$ cat config.mk
export PLATFORM = sky130hd
export DESIGN_NAME = uart_rx_flat
export DESIGN_NICKNAME = d
export VERILOG_FILES = /design/src/rtl/uart_pkg.sv /design/src/rtl/uart_rx_if.sv /design/src/rtl/uart_rx_sync_2ff.sv /design/src/rtl/uart_rx.sv /design/src/flat_wrapper.sv
export SDC_FILE = /design/constraint.sdc
export NUM_CORES = 1
export LEC_CHECK = 0
export CORE_ASPECT_RATIO = 1.4
export CORE_MARGIN = 8
export CORE_UTILIZATION = 25
export DETAILED_ROUTE_END_ITERATION = 10
export PLACE_DENSITY = 0.5
export SLEW_MARGIN = 20
export SYNTH_ARGS = -nofsm -noshare
export SYNTH_HDL_FRONTEND = slang
export SYNTH_SLANG_ARGS = --single-unit
$ cat constraint.sdc
create_clock -name clk -period 1.55 [get_ports clk]
set_input_delay 0.31 -clock clk [delete_from_list [all_inputs] [get_ports clk]]
set_output_delay 0.31 -clock clk [all_outputs]
set_load 0.05 [all_outputs]
$ cat src/rtl/uart_pkg.sv
// ---------------------------------------------------------------------------
// uart_pkg
// Shared types and constants for the UART receive path.
//   rx_state_t  : receiver deframer states
//   OVERSAMPLE  : ticks per bit period
//   MID_START   : tick index at which the start bit is re-checked
// ---------------------------------------------------------------------------
`timescale 1ns/1ps
package uart_pkg;

  typedef enum logic [2:0] {
    IDLE,
    START,
    DATA,
    PARITY,
    STOP
  } rx_state_t;

  localparam int OVERSAMPLE = 16;
  localparam int MID_START  = 7;

endpackage

$ cat src/rtl/uart_rx_if.sv
// ---------------------------------------------------------------------------
// uart_rx_if
// Valid/ready byte hand-off from the UART receiver to its consumer.
//   rx_data  : received byte, stable while rx_valid = 1
//   rx_valid : holding register full
//   rx_ready : consumer accepts; transfer on rx_valid & rx_ready
// Modports:
//   master : the receiver (drives data/valid)
//   slave  : the consumer (drives ready)
// ---------------------------------------------------------------------------
`timescale 1ns/1ps
interface uart_rx_if #(
  parameter int DBIT = 8
);

  logic [DBIT-1:0] rx_data;
  logic            rx_valid;
  logic            rx_ready;

  modport master (
    output rx_data,
    output rx_valid,
    input  rx_ready
  );

  modport slave (
    input  rx_data,
    input  rx_valid,
    output rx_ready
  );

endinterface

$ cat src/rtl/uart_rx_sync_2ff.sv
// ---------------------------------------------------------------------------
// sync_2ff
// Two-flop synchronizer for a single asynchronous input bit.
//   clk       : destination clock
//   reset_n   : asynchronous active-low reset
//   d         : asynchronous input
//   q         : synchronized output, lags d by two clocks
// RESET_VAL sets the value both flops take in reset, so an idle-high line
// does not look like a falling edge right after reset.
// ---------------------------------------------------------------------------
`timescale 1ns/1ps
module sync_2ff #(
  parameter logic RESET_VAL = 1'b1
) (
  input  logic clk,
  input  logic reset_n,
  input  logic d,
  output logic q
);

  logic meta;

  // Plain two-stage shift toward the clock domain; meta is never used
  // anywhere except as the input to q.
  always_ff @(posedge clk or negedge reset_n) begin
    if (!reset_n) begin
      meta <= RESET_VAL;
      q    <= RESET_VAL;
    end else begin
      meta <= d;
      q    <= meta;
    end
  end

endmodule

$ cat src/rtl/uart_rx.sv
// ---------------------------------------------------------------------------
// uart_rx
// UART receive deframer driven by a 16x oversample tick.
//   clk, reset_n : system clock, asynchronous active-low reset
//   tick         : 16x oversample strobe, one clk wide
//   rx           : asynchronous serial line, idle high
//   parity_en    : a parity bit follows the data bits
//   parity_odd   : 1 = odd parity, 0 = even parity
//   bus          : valid/ready byte output (uart_rx_if.master)
//   frame_err    : sticky, stop bit sampled low
//   parity_err   : sticky, parity mismatch
//   overrun_err  : sticky, frame finished while holding register full
//   err_clr      : one-cycle pulse clearing all sticky flags
// ---------------------------------------------------------------------------
`timescale 1ns/1ps
module uart_rx
  import uart_pkg::*;
#(
  parameter int DBIT    = 8,
  parameter int SB_TICK = 16
) (
  input  logic      clk,
  input  logic      reset_n,
  input  logic      tick,
  input  logic      rx,
  input  logic      parity_en,
  input  logic      parity_odd,
  uart_rx_if.master bus,
  output logic      frame_err,
  output logic      parity_err,
  output logic      overrun_err,
  input  logic      err_clr
);

  // Tick counter must reach SB_TICK-1, which is also at least OVERSAMPLE-1.
  localparam int SW = $clog2(SB_TICK);
  localparam int NW = (DBIT > 1) ? $clog2(DBIT) : 1;

  rx_state_t       state;
  logic [SW-1:0]   s;
  logic [NW-1:0]   n;
  logic [DBIT-1:0] shreg;
  logic            par_en_l;
  logic            par_odd_l;
  logic            par_pend;
  logic            rx_s;

  logic stop_done;
  logic load;
  logic overrun;
  logic fe_set;
  logic pe_set;

  sync_2ff #(.RESET_VAL(1'b1)) u_rx_sync (
    .clk     (clk),
    .reset_n (reset_n),
    .d       (rx),
    .q       (rx_s)
  );

  // Frame completion happens on the tick that samples the stop bit. The new
  // byte is only accepted if the holding register is empty or being drained
  // in this very cycle; otherwise it is dropped and flagged as an overrun.
  assign stop_done = (state == STOP) && tick && (s == SW'(SB_TICK - 1));
  assign load      = stop_done && (!bus.rx_valid || bus.rx_ready);
  assign overrun   = stop_done && bus.rx_valid && !bus.rx_ready;
  assign fe_set    = stop_done && !rx_s;
  assign pe_set    = stop_done && par_pend;

  // Deframing state machine. Only the IDLE->START move reacts to the line
  // directly; every other step waits for a tick so the counters measure
  // time in oversample units. Parity settings are captured at the start of
  // a frame so a mid-frame change cannot corrupt the check.
  always_ff @(posedge clk or negedge reset_n) begin
    if (!reset_n) begin
      state     <= IDLE;
      s         <= '0;
      n         <= '0;
      shreg     <= '0;
      par_en_l  <= 1'b0;
      par_odd_l <= 1'b0;
      par_pend  <= 1'b0;
    end else begin
      case (state)
        IDLE: begin
          if (!rx_s) begin
            state     <= START;
            s         <= '0;
            par_en_l  <= parity_en;
            par_odd_l <= parity_odd;
            par_pend  <= 1'b0;
          end
        end
        START: begin
          if (tick) begin
            if (s == SW'(MID_START)) begin
              s <= '0;
              if (!rx_s) begin
                state <= DATA;
                n     <= '0;
              end else begin
                state <= IDLE;
              end
            end else begin
              s <= s + SW'(1);
            end
          end
        end
        DATA: begin
          if (tick) begin
            if (s == SW'(OVERSAMPLE - 1)) begin
              s     <= '0;
              n     <= n + NW'(1);
              shreg <= {rx_s, shreg[DBIT-1:1]};
              if (n == NW'(DBIT - 1)) begin
                state <= par_en_l ? PARITY : STOP;
              end
            end else begin
              s <= s + SW'(1);
            end
          end
        end
        PARITY: begin
          if (tick) begin
            if (s == SW'(OVERSAMPLE - 1)) begin
              s        <= '0;
              // XOR of data and parity bit must equal par_odd_l.
              par_pend <= (^shreg) ^ rx_s ^ par_odd_l;
              state    <= STOP;
            end else begin
              s <= s + SW'(1);
            end
          end
        end
        STOP: begin
          if (tick) begin
            if (s == SW'(SB_TICK - 1)) begin
              s     <= '0;
              state <= IDLE;
            end else begin
              s <= s + SW'(1);
            end
          end
        end
        default: begin
          state <= IDLE;
          s     <= '0;
        end
      endcase
    end
  end

  // Holding register and sticky error flags. A load in the same cycle as a
  // consumer transfer keeps rx_valid high with fresh data. Set events beat
  // err_clr so an error landing on the clear pulse is never lost.
  always_ff @(posedge clk or negedge reset_n) begin
    if (!reset_n) begin
      bus.rx_data  <= '0;
      bus.rx_valid <= 1'b0;
      frame_err    <= 1'b0;
      parity_err   <= 1'b0;
      overrun_err  <= 1'b0;
    end else begin
      if (load) begin
        bus.rx_data  <= shreg;
        bus.rx_valid <= 1'b1;
      end else if (bus.rx_valid && bus.rx_ready) begin
        bus.rx_valid <= 1'b0;
      end

      if (fe_set) begin
        frame_err <= 1'b1;
      end else if (err_clr) begin
        frame_err <= 1'b0;
      end

      if (pe_set) begin
        parity_err <= 1'b1;
      end else if (err_clr) begin
        parity_err <= 1'b0;
      end

      if (overrun) begin
        overrun_err <= 1'b1;
      end else if (err_clr) begin
        overrun_err <= 1'b0;
      end
    end
  end

endmodule
$ cat src/flat_wrapper.sv
// flat-port wrapper written by rule: the top's interface ports become plain ports
module uart_rx_flat import uart_pkg::*;
#(
  parameter int DBIT    = 8,
  parameter int SB_TICK = 16
)
  (clk, reset_n, tick, rx, parity_en, parity_odd, frame_err, parity_err, overrun_err, err_clr, bus_rx_data, bus_rx_valid, bus_rx_ready);
  uart_rx_if #(.DBIT(DBIT)) bus_i ();
  input  logic clk;
  input  logic reset_n;
  input  logic tick;
  input  logic rx;
  input  logic parity_en;
  input  logic parity_odd;
  output logic frame_err;
  output logic parity_err;
  output logic overrun_err;
  input  logic err_clr;
  output wire logic [$bits(bus_i.rx_data)-1:0] bus_rx_data;
  output wire logic [$bits(bus_i.rx_valid)-1:0] bus_rx_valid;
  input wire logic [$bits(bus_i.rx_ready)-1:0] bus_rx_ready;
  assign bus_rx_data = bus_i.rx_data;
  assign bus_rx_valid = bus_i.rx_valid;
  assign bus_i.rx_ready = bus_rx_ready;
  uart_rx #(.DBIT(DBIT), .SB_TICK(SB_TICK)) u_core (.clk(clk), .reset_n(reset_n), .tick(tick), .rx(rx), .parity_en(parity_en), .parity_odd(parity_odd), .bus(bus_i), .frame_err(frame_err), .parity_err(parity_err), .overrun_err(overrun_err), .err_clr(err_clr));
endmodule
---- Yosys cells after proc, flatten, opt, wreduce, memory -nomap -nowiden ----
Index checks and enable logic that the tools add are counted.
word-level totals
  register bits ........................... 35
  bits of input ports ..................... 8
  output and inout port bits .............. 12
  logic and storage cells ................. 100
cells by class
  $add $sub $neg .......................... 2
  equality and inequality tests ........... 19
  mux-type cells .......................... 35
  bitwise logic cells ..................... 3
  reductions and logical operators ........ 27
operators by type and width
  kind                 count
  $mux 3               16
  $mux 4               5
  $pmux 3 s5           1
  $ne 2x2->1 const B   7
  $pmux 4 s3           1
  $reduce_bool 2->1    6
  $ne 2x1->1 const B   5
  $reduce_and 10->1    1
  $mux 1               9
  $logic_and 1x1->1    8
  $reduce_xor 8->1     1
  $eq 3x2->1 const B   2
  $eq 3x3->1 const B   2
  $pmux 3 s2           1
  $reduce_and 3->1     2
  $reduce_and 6->1     1
  $add 4x1->4 const B  1
  $eq 4x3->1 const B   1
  $eq 4x4->1 const B   1
  $reduce_and 4->1     1
  $add 3x1->3 const B  1
  $eq 3x1->1 const B   1
  $logic_not 1->1      3
  $logic_not 3->1      1
  other kinds (7)      8

---- Logic depth before layout (Yosys ltp) ----
Gate-level depths: netlist (run 1).
  depth in word-level cells ............... 6
  gate-level depth with buffers ........... 6
  depth with buffers taken out ............ 6

---- Cells and area by module ----
Synthesis (run 1) repeated with hierarchy kept, for this count alone.
unflattened totals
  cells, all modules ...................... 141
  area, all modules ....................... 1690.4 um^2
modules (own cells, without submodules)
  module    times used  cells each  area each (um^2)  sequential area each (um^2)
  uart_rx   1           139         1637.8            825.8
  sync_2ff  1           2           52.6              52.6

---- Worst setup path before layout (run 1) ----
OpenSTA, ideal clock, no wires.
  kind .................................... flip-flop to flip-flop
  start ................................... register u_core.s[0]
  end ..................................... register u_core.shreg[1]
  library setup time ...................... 0.125 ns
  arrival time ............................ 1.590 ns
  data required time ...................... 1.425 ns
  path slack .............................. -0.165 ns
  stages on the path, launching flop included .. 7
  buffers on the path ..................... 2
  period minus slack after synthesis ...... 1.715 ns
  cells stage by stage .................... dfrtp_1 ha_1 and4_1 buf_6 and3_4 buf_12 mux2_4
on the way
  word-level cells in the longest chain between the ends .. 2
ends and longest elaborated chain
  item                        RTL line        RTL
  start: declaration          uart_rx.sv:40   logic [SW-1:0] s;
  start signal: assignment    uart_rx.sv:105  s <= s + SW'(1);
  start signal: assignment    uart_rx.sv:119  s <= s + SW'(1);
  start signal: assignment    uart_rx.sv:131  s <= s + SW'(1);
  $eq 4x4->1                  uart_rx.sv:111  if (s == SW'(OVERSAMPLE - 1)) begin
  $reduce_and 3->1 (no line)  -
  end signal: assignment      uart_rx.sv:114  shreg <= {rx_s, shreg[DBIT-1:1]};
  end: declaration            uart_rx.sv:42   logic [DBIT-1:0] shreg;
Every way passes these cells.
A chain may end at the register's enable or synchronous reset.

---- Worst setup path after layout (run 1) ----
  start ................................... register u_core.s[0]
  end ..................................... register u_core.n[0]
on the way
  word-level cells in the longest chain between the ends .. 3
  elaborated cells between the ends (all ways) .. 5
  those cells by class .................... eq/ne: 4; reduce/logical: 1
ends and longest elaborated chain
  item                                             RTL line                       RTL
  $eq 4x4->1 / $eq 4x3->1 (equally long branches)  uart_rx.sv:111, uart_rx.sv:96
  $ne 2x1->1 (no line)                             -
  $reduce_and 6->1 (no line) *                     -
  end signal: assignment                           uart_rx.sv:113                 n <= n + NW'(1);
  end: declaration                                 uart_rx.sv:41                  logic [NW-1:0] n;
Mark *: on every way between the ends. The rest lies on a longest branch, timed or not.

==> results of run 1 <==
Yosys cell counts (3+ instances only):
cell / instances
nand3_1: 3
nand3b_1: 4
o22ai_1: 4
ha_1: 3
mux2_4: 16
o21ai_0: 6
o2111ai_1: 3
o211ai_1: 3
dfrtp_1: 33
inv_1: 8
nand2_1: 10
xnor2_1: 6
routing by layer:
layer | track usage (%) | vias up | part of all wire (%)
li1 | - | 643 | -
met1 | 9.422 | 633 | 43
met2 | 13.64 | 19 | 52
met3 | 1.817 | 4 | 3.0
met4 | 3.507 | 0 | 1.7
met5 | 0 | - | 0
power by group:
part / internal (mW) / total, mW / switching, mW
Sequential: 1.02 / 1.15 / 0.130
Combinational: 0.704 / 1.31 / 0.609
Clock: 0.315 / 0.633 / 0.318
worst max path at each step:
| stage | start | end | slack (ns) | depth (start not counted) |
|---|---|---|---|---|
| after floorplan | u_core.s[0] | u_core.shreg[1] | -0.08 | 6 |
| after global placement | tick | u_core.bus.rx_data[6] | -0.37 | 5 |
| after detailed placement | tick | u_core.bus.rx_data[5] | -0.39 | 5 |
| after CTS | u_core.s[0] | u_core.bus.rx_data[2] | -0.06 | 5 |
| after global routing | u_core.s[0] | u_core.bus.rx_data[6] | -0.11 | 5 |
| final | u_core.s[0] | u_core.n[0] | -0.04 | 6 |
flip-flops by register name (all words and copies together), names as in the netlist, 3 cells and up:
register,cells
u_core.state,3
u_core.bus.rx_data,8
u_core.n,3
u_core.s,4
u_core.shreg,8
cell families (layout without fill, tap and decap cells):
logic type	Yosys count	in the layout
DFF	35	35
AOI/OAI and AO/OA	30	30
and+or+nand+nor	37	37
xor gates and xnor gates	9	9
buffers and inverters	14	70
adders and majority gates	3	3
muxes	18	18
layout make-up:
type / count / area [sq um]
clock buffer: 7 / 76.32
tap: 97 / 121.4
inverter: 8 / 30.03
timing repair buffer: 54 / 591.8
multi-input combinational: 97 / 939.7
fill: 712 / 4624
sequential: 35 / 879.6
clock inverter: 1 / 5.005
timing repair:
action                     CTS  global route
pin swaps                    6             5
gates resized for setup      6             7
setup endpoints to repair   22            26
setup buffers                1             2
hold endpoints to repair     0             0
layout by cell type (no fill, tap or decap), types with 3 or more instances in the layout:
cell / synthesis / final
xnor2_1: 6 / 5
clkbuf_8: 0 / 5
buf_12: 1 / 13
mux2_4: 16 / 17
inv_1: 8 / 8
o211ai_1: 3 / 3
buf_4: 2 / 33
clkdlybuf4s50_1: 0 / 6
nand3b_1: 4 / 4
o21ai_0: 6 / 6
nand3_1: 3 / 3
nand2_1: 10 / 9
dfrtp_1: 33 / 32
o22ai_1: 4 / 4
per-stage QoR:
stage	hold WS (ns)	setup WS (ns)	area, sq um	total power, mW	TNS, ns
after floorplan	0.01441	-0.07552	1856	1.821	-0.5817
after global placement	0.3468	-0.3694	2484	2.352	-8.656
after detailed placement	0.3475	-0.3865	2484	2.363	-9.059
after CTS	0.3587	-0.05959	2597	3.069	-0.6882
after global routing	0.3606	-0.1149	2644	3.322	-1.529
final	0.3573	-0.04197	2644	3.099	-0.3216
==> impl_metrics.env, run 1 <==
export IMPL_status="complete, but fails checks"
export IMPL_violations="setup timing"
export IMPL_core_area_sq_um=7268
export IMPL_grt_max_degree=36
export IMPL_gr_total_overflow=0
export IMPL_hold_buffers=0
export IMPL_num_vias=1299
export IMPL_critPathMaxFanout=3
export IMPL_netlist_area_sq_um=1843
export IMPL_setup_slack_ns=-0.04197
export IMPL_synth_distinct_cells=49
export IMPL_drt_pass1_iterations=4
export IMPL_cts_root_buf="clkbuf_8"
export IMPL_crit_type="flip-flop to flip-flop"
export IMPL_portBuffers=19
export IMPL_worst_slew_pin_slew_ns=0.2792
export IMPL_ys_ff_latch=35
export IMPL_ys_async_sr_fraction_pct=100.0
export IMPL_cts_tree="yes"
export IMPL_die_h_microns=117.6
export IMPL_muxShareOfSynthArea_pct=14.26
export IMPL_r2r_start="u_core.s[0]"
export IMPL_n_antenna_cell=0
export IMPL_gp_congestion=0.8181
export IMPL_finalClockSkew_ns=0.004818
export IMPL_crit_chain="ha_4 -> buf_4 -> nand4b_4 -> a2111oi_4 -> a21oi_2 -> mux2_4"
export IMPL_syn_nets=157
export IMPL_worst_setup_path_start_kind="flip-flop"
export IMPL_place_inst=288
export IMPL_via_per_inst=4.344
export IMPL_cts_max_level=2
export IMPL_die_w_microns=88.57
export IMPL_grt_util_all_layers_pct=8.121
export IMPL_holdPathEnd="u_core.u_rx_sync.q"
export IMPL_clkLatencyLatePin_ns=0.28
export IMPL_yosysSeqAreaShare_pct=47.66
export IMPL_avgSynthCellArea_sq_um=12.62
export IMPL_areaGrowthSynthToFinish_pct=43.45
export IMPL_synthXorXnorAreaFrac_pct=5.024
export IMPL_layout_cells_non_filler=299
export IMPL_finalSetupViolations=17
export IMPL_syn_inst=146
export IMPL_yosys_top_cells_area="dfrtp_1, mux2_4, dfstp_2"
export IMPL_critPathRequiredTime_ns=1.72
export IMPL_arrival_ns=1.76
export IMPL_rr_endpoint="u_core.n[0]"
export IMPL_slew_violations=0
export IMPL_synthSimpleGateAreaFrac_pct=14.19
export IMPL_synth_top_area_cell="dfrtp_1"
export IMPL_slew_headroom_pct=81.29
export IMPL_finalCritPeriodShare_pct=102.7
export IMPL_totalWireLength_mm=3.923
export IMPL_holdPathStages=0
export IMPL_max_stage_delay_ns=0.39
export IMPL_clk_path_buf_depth=2
export IMPL_grt_pass1_vias=1365
export IMPL_hp_start="u_core.u_rx_sync.meta"
export IMPL_synth_compound_area_share_pct=12.15
export IMPL_cts_made_buffers=5
export IMPL_drive_above_1_share_pct=44.55
export IMPL_nets=212
export IMPL_start_util_pct=25.36
export IMPL_r2r_setup_slack_ns=-0.04
export IMPL_grt_pass1_wl_mm=6.610
export IMPL_cp_end_kind="flip-flop"
export IMPL_drc_errors=0
export IMPL_antenna_found_initial=0
export IMPL_numClockSinks=35
export IMPL_cp_top_family="compound AO/OA/AOI/OAI gates"
export IMPL_hold_class="flip-flop to flip-flop"
export IMPL_postRouteAntennaNets=0
export IMPL_p_per_area_nw_per_um2=1172
export IMPL_finalCoreUtilization_pct=36.37
export IMPL_max_cap_violations=0
export IMPL_drtIter0Drc=38
export IMPL_synth_edf_count=0
export IMPL_synth_main_ff_cell="dfrtp_1"
export IMPL_period_needed_ns=1.592
export IMPL_max_clock_freq_ghz=0.6282
export IMPL_rows=37
export IMPL_die_area_sq_um=10410
export IMPL_ioPinCount=20
export IMPL_hold_viol=0
export IMPL_hpwlAfterDp_mm=2.858
export IMPL_synth_fa_ha_area_share_pct=2.037
export IMPL_synth_top_family_by_area="multiplexers"
export IMPL_total_leakage_power_nw=1.217
export IMPL_worst_path_buf_inv=1
export IMPL_synth_top_area_share_pct=44.81
export IMPL_rsz0062_at_grt="yes"
export IMPL_r2r_cells=6
export IMPL_cts_clk_slew_worst_paths_ns=0.07
export IMPL_crit_slowest_cell="dfrtp_1"
export IMPL_yosys_warnings=0
export IMPL_detail_route_wl_per_cell_microns=13.12
export IMPL_vdd_drop_max_mv=0.3887
Power figures use the tool's default switching activity.
==> run 2: changes to the inputs <==
--- a/config.mk
+++ b/config.mk
@@ -6,7 +6,7 @@
 export NUM_CORES = 1
 export LEC_CHECK = 0
 export CORE_ASPECT_RATIO = 1.4
-export CORE_MARGIN = 8
+export CORE_MARGIN = 2
 export CORE_UTILIZATION = 25
 export DETAILED_ROUTE_END_ITERATION = 10
 export PLACE_DENSITY = 0.5
==> run 2 against run 1 <==
  * The run still ends with setup timing left
  * Utilization down 0.22 points
  * Sequential power hardly changed
  * Routed wire length up 0.56%
  * Count of clock-buffer cells in the layout shrank 1
  * Worst hold slack improved by 0.0029 ns
  * Clock skew rose by 0.0029 ns
  * Cell count decreased by 1.0%
  * Die area shrank 22%
  * Final area is 0.62% lower
  * Largest cell class unchanged
==> impl_metrics.env, run 2 (same netlist as run 1, synthesis figures left out) <==
export IMPL_status="complete, but fails checks"
export IMPL_violations="setup timing"
export IMPL_cts_clk_slew_worst_paths_ns=0.07
export IMPL_antenna_found_initial=0
export IMPL_clk_path_buf_depth=2
export IMPL_regArea_sq_um=879.6
export IMPL_cts_max_level=2
export IMPL_max_clock_freq_ghz=0.6203
export IMPL_slew_violations=0
export IMPL_grt_pass1_wl_mm=6.713
export IMPL_die_area_sq_um=8085
export IMPL_hold_slack_ns=0.3602
export IMPL_die_w_microns=76.57
export IMPL_n_antenna_cell=0
export IMPL_rsz0062_at_grt="yes"
export IMPL_ioPinCount=20
export IMPL_drtIter0Drc=47
export IMPL_core_area_sq_um=7268
export IMPL_finalCoreUtilization_pct=36.15
export IMPL_final_common_cell="dfrtp_1"
export IMPL_worst_setup_path_start_kind="flip-flop"
export IMPL_grt_max_degree=36
export IMPL_max_stage_delay_ns=0.39
export IMPL_portBuffers=19
export IMPL_drc_errors=0
export IMPL_p_per_area_nw_per_um2=1167
export IMPL_crit_slowest_cell="dfrtp_1"
export IMPL_drive_above_1_share_pct=44.22
export IMPL_cp_top_family="simple AND/OR/NAND/NOR gates"
export IMPL_detail_route_wl_per_cell_microns=13.33
export IMPL_hold_viol=0
export IMPL_gr_total_overflow=0
export IMPL_start_util_pct=25.36
export IMPL_cts_made_buffers=5
export IMPL_hold_buffers=0
export IMPL_period_needed_ns=1.612
export IMPL_hold_class="flip-flop to flip-flop"
export IMPL_place_area_sq_um=2469
export IMPL_largest_registers="u_core.bus.rx_data (8), u_core.shreg (8), u_core.s (4)"
export IMPL_worst_slew_pin_slew_ns=0.3112
export IMPL_total_leakage_power_nw=1.201
export IMPL_slew_headroom_pct=79.08
export IMPL_worst_path_buf_inv=1
export IMPL_die_h_microns=105.6
export IMPL_crit_type="flip-flop to flip-flop"
export IMPL_r2r_setup_slack_ns=-0.06
export IMPL_layout_common_cells="dfrtp_1, buf_4, mux2_4"
export IMPL_hpwlAfterDp_mm=2.786
export IMPL_numClockSinks=35
export IMPL_critPathRequiredTime_ns=1.73
export IMPL_vdd_drop_max_mv=0.4030
export IMPL_areaGrowthSynthToFinish_pct=42.57
export IMPL_totalWireLength_mm=3.945
export IMPL_fin_tns_setup_ns=-0.4707
export IMPL_finalSetupViolations=9
export IMPL_arrival_ns=1.79
export IMPL_via_per_inst=4.375
export IMPL_gp_congestion=0.7535
export IMPL_postRouteAntennaNets=0
export IMPL_fin_area_sq_um=2628
export IMPL_finalCritPeriodShare_pct=104.0
export IMPL_max_cap_violations=0
export IMPL_num_vias=1295
export IMPL_cp_end_kind="flip-flop"
export IMPL_rows=37
export IMPL_critPathMaxFanout=8
export IMPL_nets=209
export IMPL_fillers=728
export IMPL_setup_slack_ns=-0.06220
export IMPL_drt_pass1_iterations=4
export IMPL_grt_pass1_vias=1360
export IMPL_finalClockSkew_ns=0.007722
export IMPL_grt_util_all_layers_pct=10.61
export IMPL_cts_tree="yes"
export IMPL_crit_chain="ha_4 -> and4_4 -> buf_6 -> nand4_4 -> mux2_4"
export IMPL_cts_root_buf="clkbuf_8"
export IMPL_clkLatencyLatePin_ns=0.29
export IMPL_place_ws_ns=-0.4195
export IMPL_multi_input_area_sq_um=942.2
[run 2: stage by stage]
| step | total power, mW | instances |
|---|---|---|
| 2_1_floorplan | 1.821 | 146 |
| 3_3_place_gp | 2.334 | 286 |
| 3_5_place_dp | 2.338 | 286 |
| 4_1_cts | 3.028 | 294 |
| 5_1_grt | 3.284 | 296 |
| 6_report | 3.066 | 296 |
[run 2: routing by layer]
| metal | share of wire [%] | vias up | track usage, % |
|---|---|---|---|
| met5 | 0 | - | 0 |
| met4 | 2.2 | 0 | 5.584 |
| met3 | 3.1 | 7 | 2.483 |
| met2 | 51 | 27 | 17.57 |
| met1 | 44 | 626 | 12.75 |
| li1 | - | 635 | - |
[run 2: path summary, 6_finish.rpt]
check / startpoint / to / depth (start not counted)
max: u_core.s[1] / u_core.bus.rx_data[2] / 5
min: u_core.u_rx_sync.meta / u_core.u_rx_sync.q / 0
max reg2reg: u_core.s[1] / u_core.bus.rx_data[2] / 5
min reg2reg: u_core.u_rx_sync.meta / u_core.u_rx_sync.q / 0
max in group asynchronous: reset_n / u_core.u_rx_sync.meta / 2
min in group asynchronous: reset_n / u_core.shreg[5] / 2
[run 2: final cells by class]
cell class / instances / area share, %
clock buffer: 6 / 2.762
clock inverter: 2 / 0.4762
inverter: 8 / 1.143
multi-input combinational: 98 / 35.86
sequential: 35 / 33.48
tap: 97 / 4.619
timing repair buffer: 50 / 21.67
[run 2: where the power goes]
part / internal [mW] / switching [mW] / leakage [nW]
Clock: 0.314 / 0.345 / 0.0412
Combinational: 0.657 / 0.597 / 0.689
Sequential: 1.02 / 0.130 / 0.471
[run 2: repair_timing]
item | in CTS | in global routing
setup endpoints to repair | 20 | 28
cloned | 0 | 1
buffers inserted | 0 | 1
pin swaps | 3 | 3
resized for setup | 4 | 11
==> run 3: changes to the inputs <==
--- a/config.mk
+++ b/config.mk
@@ -5,11 +5,13 @@
 export SDC_FILE = /design/constraint.sdc
 export NUM_CORES = 1
 export LEC_CHECK = 0
+export CELL_PAD_IN_SITES_DETAIL_PLACEMENT = 0
+export CELL_PAD_IN_SITES_GLOBAL_PLACEMENT = 1
 export CORE_ASPECT_RATIO = 1.4
 export CORE_MARGIN = 2
 export CORE_UTILIZATION = 25
 export DETAILED_ROUTE_END_ITERATION = 10
-export PLACE_DENSITY = 0.5
+export PLACE_DENSITY = 0.57
 export SLEW_MARGIN = 20
 export SYNTH_ARGS = -nofsm -noshare
 export SYNTH_HDL_FRONTEND = slang
==> run 3 against run 2 <==
  * Clock skew up 0.0082 ns
  * Utilization rose by 0.53 points
  * Sequential power about the same
  * Sequential share of layout area decreased by 0.49 points
  * Worst hold slack got worse by 0.0027 ns
  * The run still ends with setup timing left
  * Count of clock-buffer cells in the layout unchanged
  * Cell count increased by 1.4%
  * Die area stayed put
  * Setup slack better by 0.0014 ns
  * Register-to-register slack about the same
  * Critical endpoint is now u_core.bus.rx_data[6]
  * Via count rose by 4.5%
==> impl_metrics.env, run 3 (same netlist as run 1, synthesis figures left out) <==
export IMPL_finalSetupViolations=17
export IMPL_critPathMaxFanout=8
export IMPL_die_area_sq_um=8085
export IMPL_finalCritPeriodShare_pct=103.9
export IMPL_rows=37
export IMPL_core_area_sq_um=7268
export IMPL_detail_route_wl_per_cell_microns=13.66
export IMPL_wl_met3_microns=113
export IMPL_regArea_sq_um=879.6
export IMPL_p_int_mw=2.034
export IMPL_die_w_microns=76.57
export IMPL_antenna_found_initial=0
export IMPL_clk_path_buf_depth=2
export IMPL_gp_congestion=0.7622
export IMPL_max_cap_violations=0
export IMPL_cts_made_buffers=5
export IMPL_num_vias=1353
export IMPL_hp_start="u_core.u_rx_sync.meta"
export IMPL_postRouteAntennaNets=0
export IMPL_rr_endpoint="u_core.bus.rx_data[6]"
export IMPL_crit_chain="ha_4 -> and4_4 -> buf_6 -> nand4_4 -> mux2_4"
export IMPL_total_leakage_power_nw=1.213
export IMPL_via_per_inst=4.510
export IMPL_grt_pass1_vias=1403
export IMPL_critPathRequiredTime_ns=1.72
export IMPL_grt_max_degree=36
export IMPL_numClockSinks=35
export IMPL_hpwlAfterDp_mm=2.896
export IMPL_die_h_microns=105.6
export IMPL_finalCoreUtilization_pct=36.68
export IMPL_worst_setup_path_start_kind="flip-flop"
export IMPL_hold_viol=0
export IMPL_cp_end_kind="flip-flop"
export IMPL_holdPathEnd="u_core.u_rx_sync.q"
export IMPL_setup_slack_ns=-0.06081
export IMPL_final_common_cell="buf_4"
export IMPL_cp_startpoint="u_core.s[1]"
export IMPL_cts_root_buf="clkbuf_8"
export IMPL_drive_above_1_share_pct=46.80
export IMPL_hold_buffers=0
export IMPL_gr_total_overflow=0
export IMPL_max_stage_delay_ns=0.40
export IMPL_n_antenna_cell=0
export IMPL_largest_registers="u_core.bus.rx_data (8), u_core.shreg (8), u_core.s (4)"
export IMPL_met2WireLength_mm=2.046
export IMPL_slew_violations=0
export IMPL_cts_tree="yes"
export IMPL_r2r_setup_slack_ns=-0.06
export IMPL_drc_errors=0
export IMPL_status="complete, but fails checks"
export IMPL_ioPinCount=20
export IMPL_drt_pass1_iterations=6
export IMPL_layout_common_cells="buf_4, dfrtp_1, mux2_4"
export IMPL_totalWireLength_mm=4.099
export IMPL_holdPathStages=0
export IMPL_start_util_pct=25.36
export IMPL_slew_headroom_pct=74.74
export IMPL_max_clock_freq_ghz=0.6208
export IMPL_finalClockSkew_ns=0.01597
export IMPL_seq_power_share_pct=36.6
export IMPL_worst_slew_pin_slew_ns=0.3762
export IMPL_hold_slack_ns=0.3575
export IMPL_clkLatencyLatePin_ns=0.29
export IMPL_p_sw_share_pct=35.42
export IMPL_portBuffers=19
export IMPL_r2r_start="u_core.s[1]"
export IMPL_clock_power_share_pct=21.1
export IMPL_nets=213
export IMPL_rsz0062_at_grt="yes"
export IMPL_areaGrowthSynthToFinish_pct=44.67
export IMPL_p_sw_mw=1.116
export IMPL_hold_class="flip-flop to flip-flop"
export IMPL_grt_util_all_layers_pct=11.11
export IMPL_multi_input_area_sq_um=950.9
export IMPL_met1Wirelength_mm=1.862
export IMPL_period_needed_ns=1.611
export IMPL_vdd_drop_max_mv=0.5454
export IMPL_violations="setup timing"
export IMPL_crit_type="flip-flop to flip-flop"
export IMPL_fillers=718
export IMPL_top_layer="met4"
export IMPL_drtIter0Drc=53
export IMPL_cts_max_level=2
export IMPL_crit_slowest_cell="dfrtp_1"
export IMPL_cts_clk_slew_worst_paths_ns=0.08
export IMPL_grt_pass1_wl_mm=7.024
export IMPL_arrival_ns=1.78
export IMPL_r2r_cells=5
export IMPL_power_frac_comb_pct=42.3
export IMPL_p_per_area_nw_per_um2=1181
## run 3: cell count changes in the layout (fill, tap and decap cells not counted), sizes merged
| cell | delta |
|---|---|
| and3 | -1 |
| buf | +5 |
## run 3: final cells by class
class	count	share of cell area, %
Multi-Input combinational cell	97	35.66
Sequential cell	35	32.99
Timing Repair Buffer	55	22.48
Tap cell	97	4.552
Clock buffer	6	2.722
Inverter	8	1.126
Clock inverter	2	0.4693
## run 3: metrics by stage
stage,setup TNS (ns),std cells,cell area (sq um),power (mW),setup WS (ns)
3_5_place_dp,-9.146,289,2491,2.383,-0.4056
2_1_floorplan,-0.5817,146,1856,1.821,-0.07552
6_report,-0.5504,300,2666,3.149,-0.06081
3_3_place_gp,-8.588,289,2491,2.380,-0.3621
4_1_cts,-0.9312,299,2608,3.087,-0.08736
5_1_grt,-1.785,300,2666,3.371,-0.1321
## run 3: metal layers
metal / vias up / global-route usage [%]
met5: - / 0
met4: 0 / 4.675
met3: 5 / 2.483
met2: 22 / 18.65
met1: 683 / 13.69
li1: 643 / -
## run 3: worst max path at each step
stage / to / slack, ns / cells past startpoint
floorplan: u_core.shreg[1] / -0.08 / 6
global placement: u_core.bus.rx_data[5] / -0.36 / 5
detailed placement: u_core.n[0] / -0.41 / 6
CTS: u_core.bus.rx_data[0] / -0.09 / 5
global route: u_core.bus.rx_data[6] / -0.13 / 5
finish: u_core.bus.rx_data[6] / -0.06 / 5
## run 3: power by group through the flow
stage / clock network [mW] / registers [mW] / logic, mW
final: 0.665 / 1.15 / 1.33
after global routing: 0.733 / 1.17 / 1.47
after CTS: 0.689 / 1.15 / 1.25
after detailed placement: 0 / 1.16 / 1.22
after global placement: 0 / 1.17 / 1.21
after floorplan: 0 / 1.14 / 0.680
## run 3: worst max-delay path, delay by kind of cell, from the launching register on
family	cells	cell delay [ns]
adders and majority gates	1	0.17
buffers and inverters	1	0.11
DFF	1	0.40
muxes	1	0.36
and+or+nand+nor	2	0.45
## run 3: what timing repair did
action	4_1_cts	5_1_grt
setup endpoints to repair	20	26
buffers inserted	2	2
pin swaps	7	10
gates resized for setup	5	12
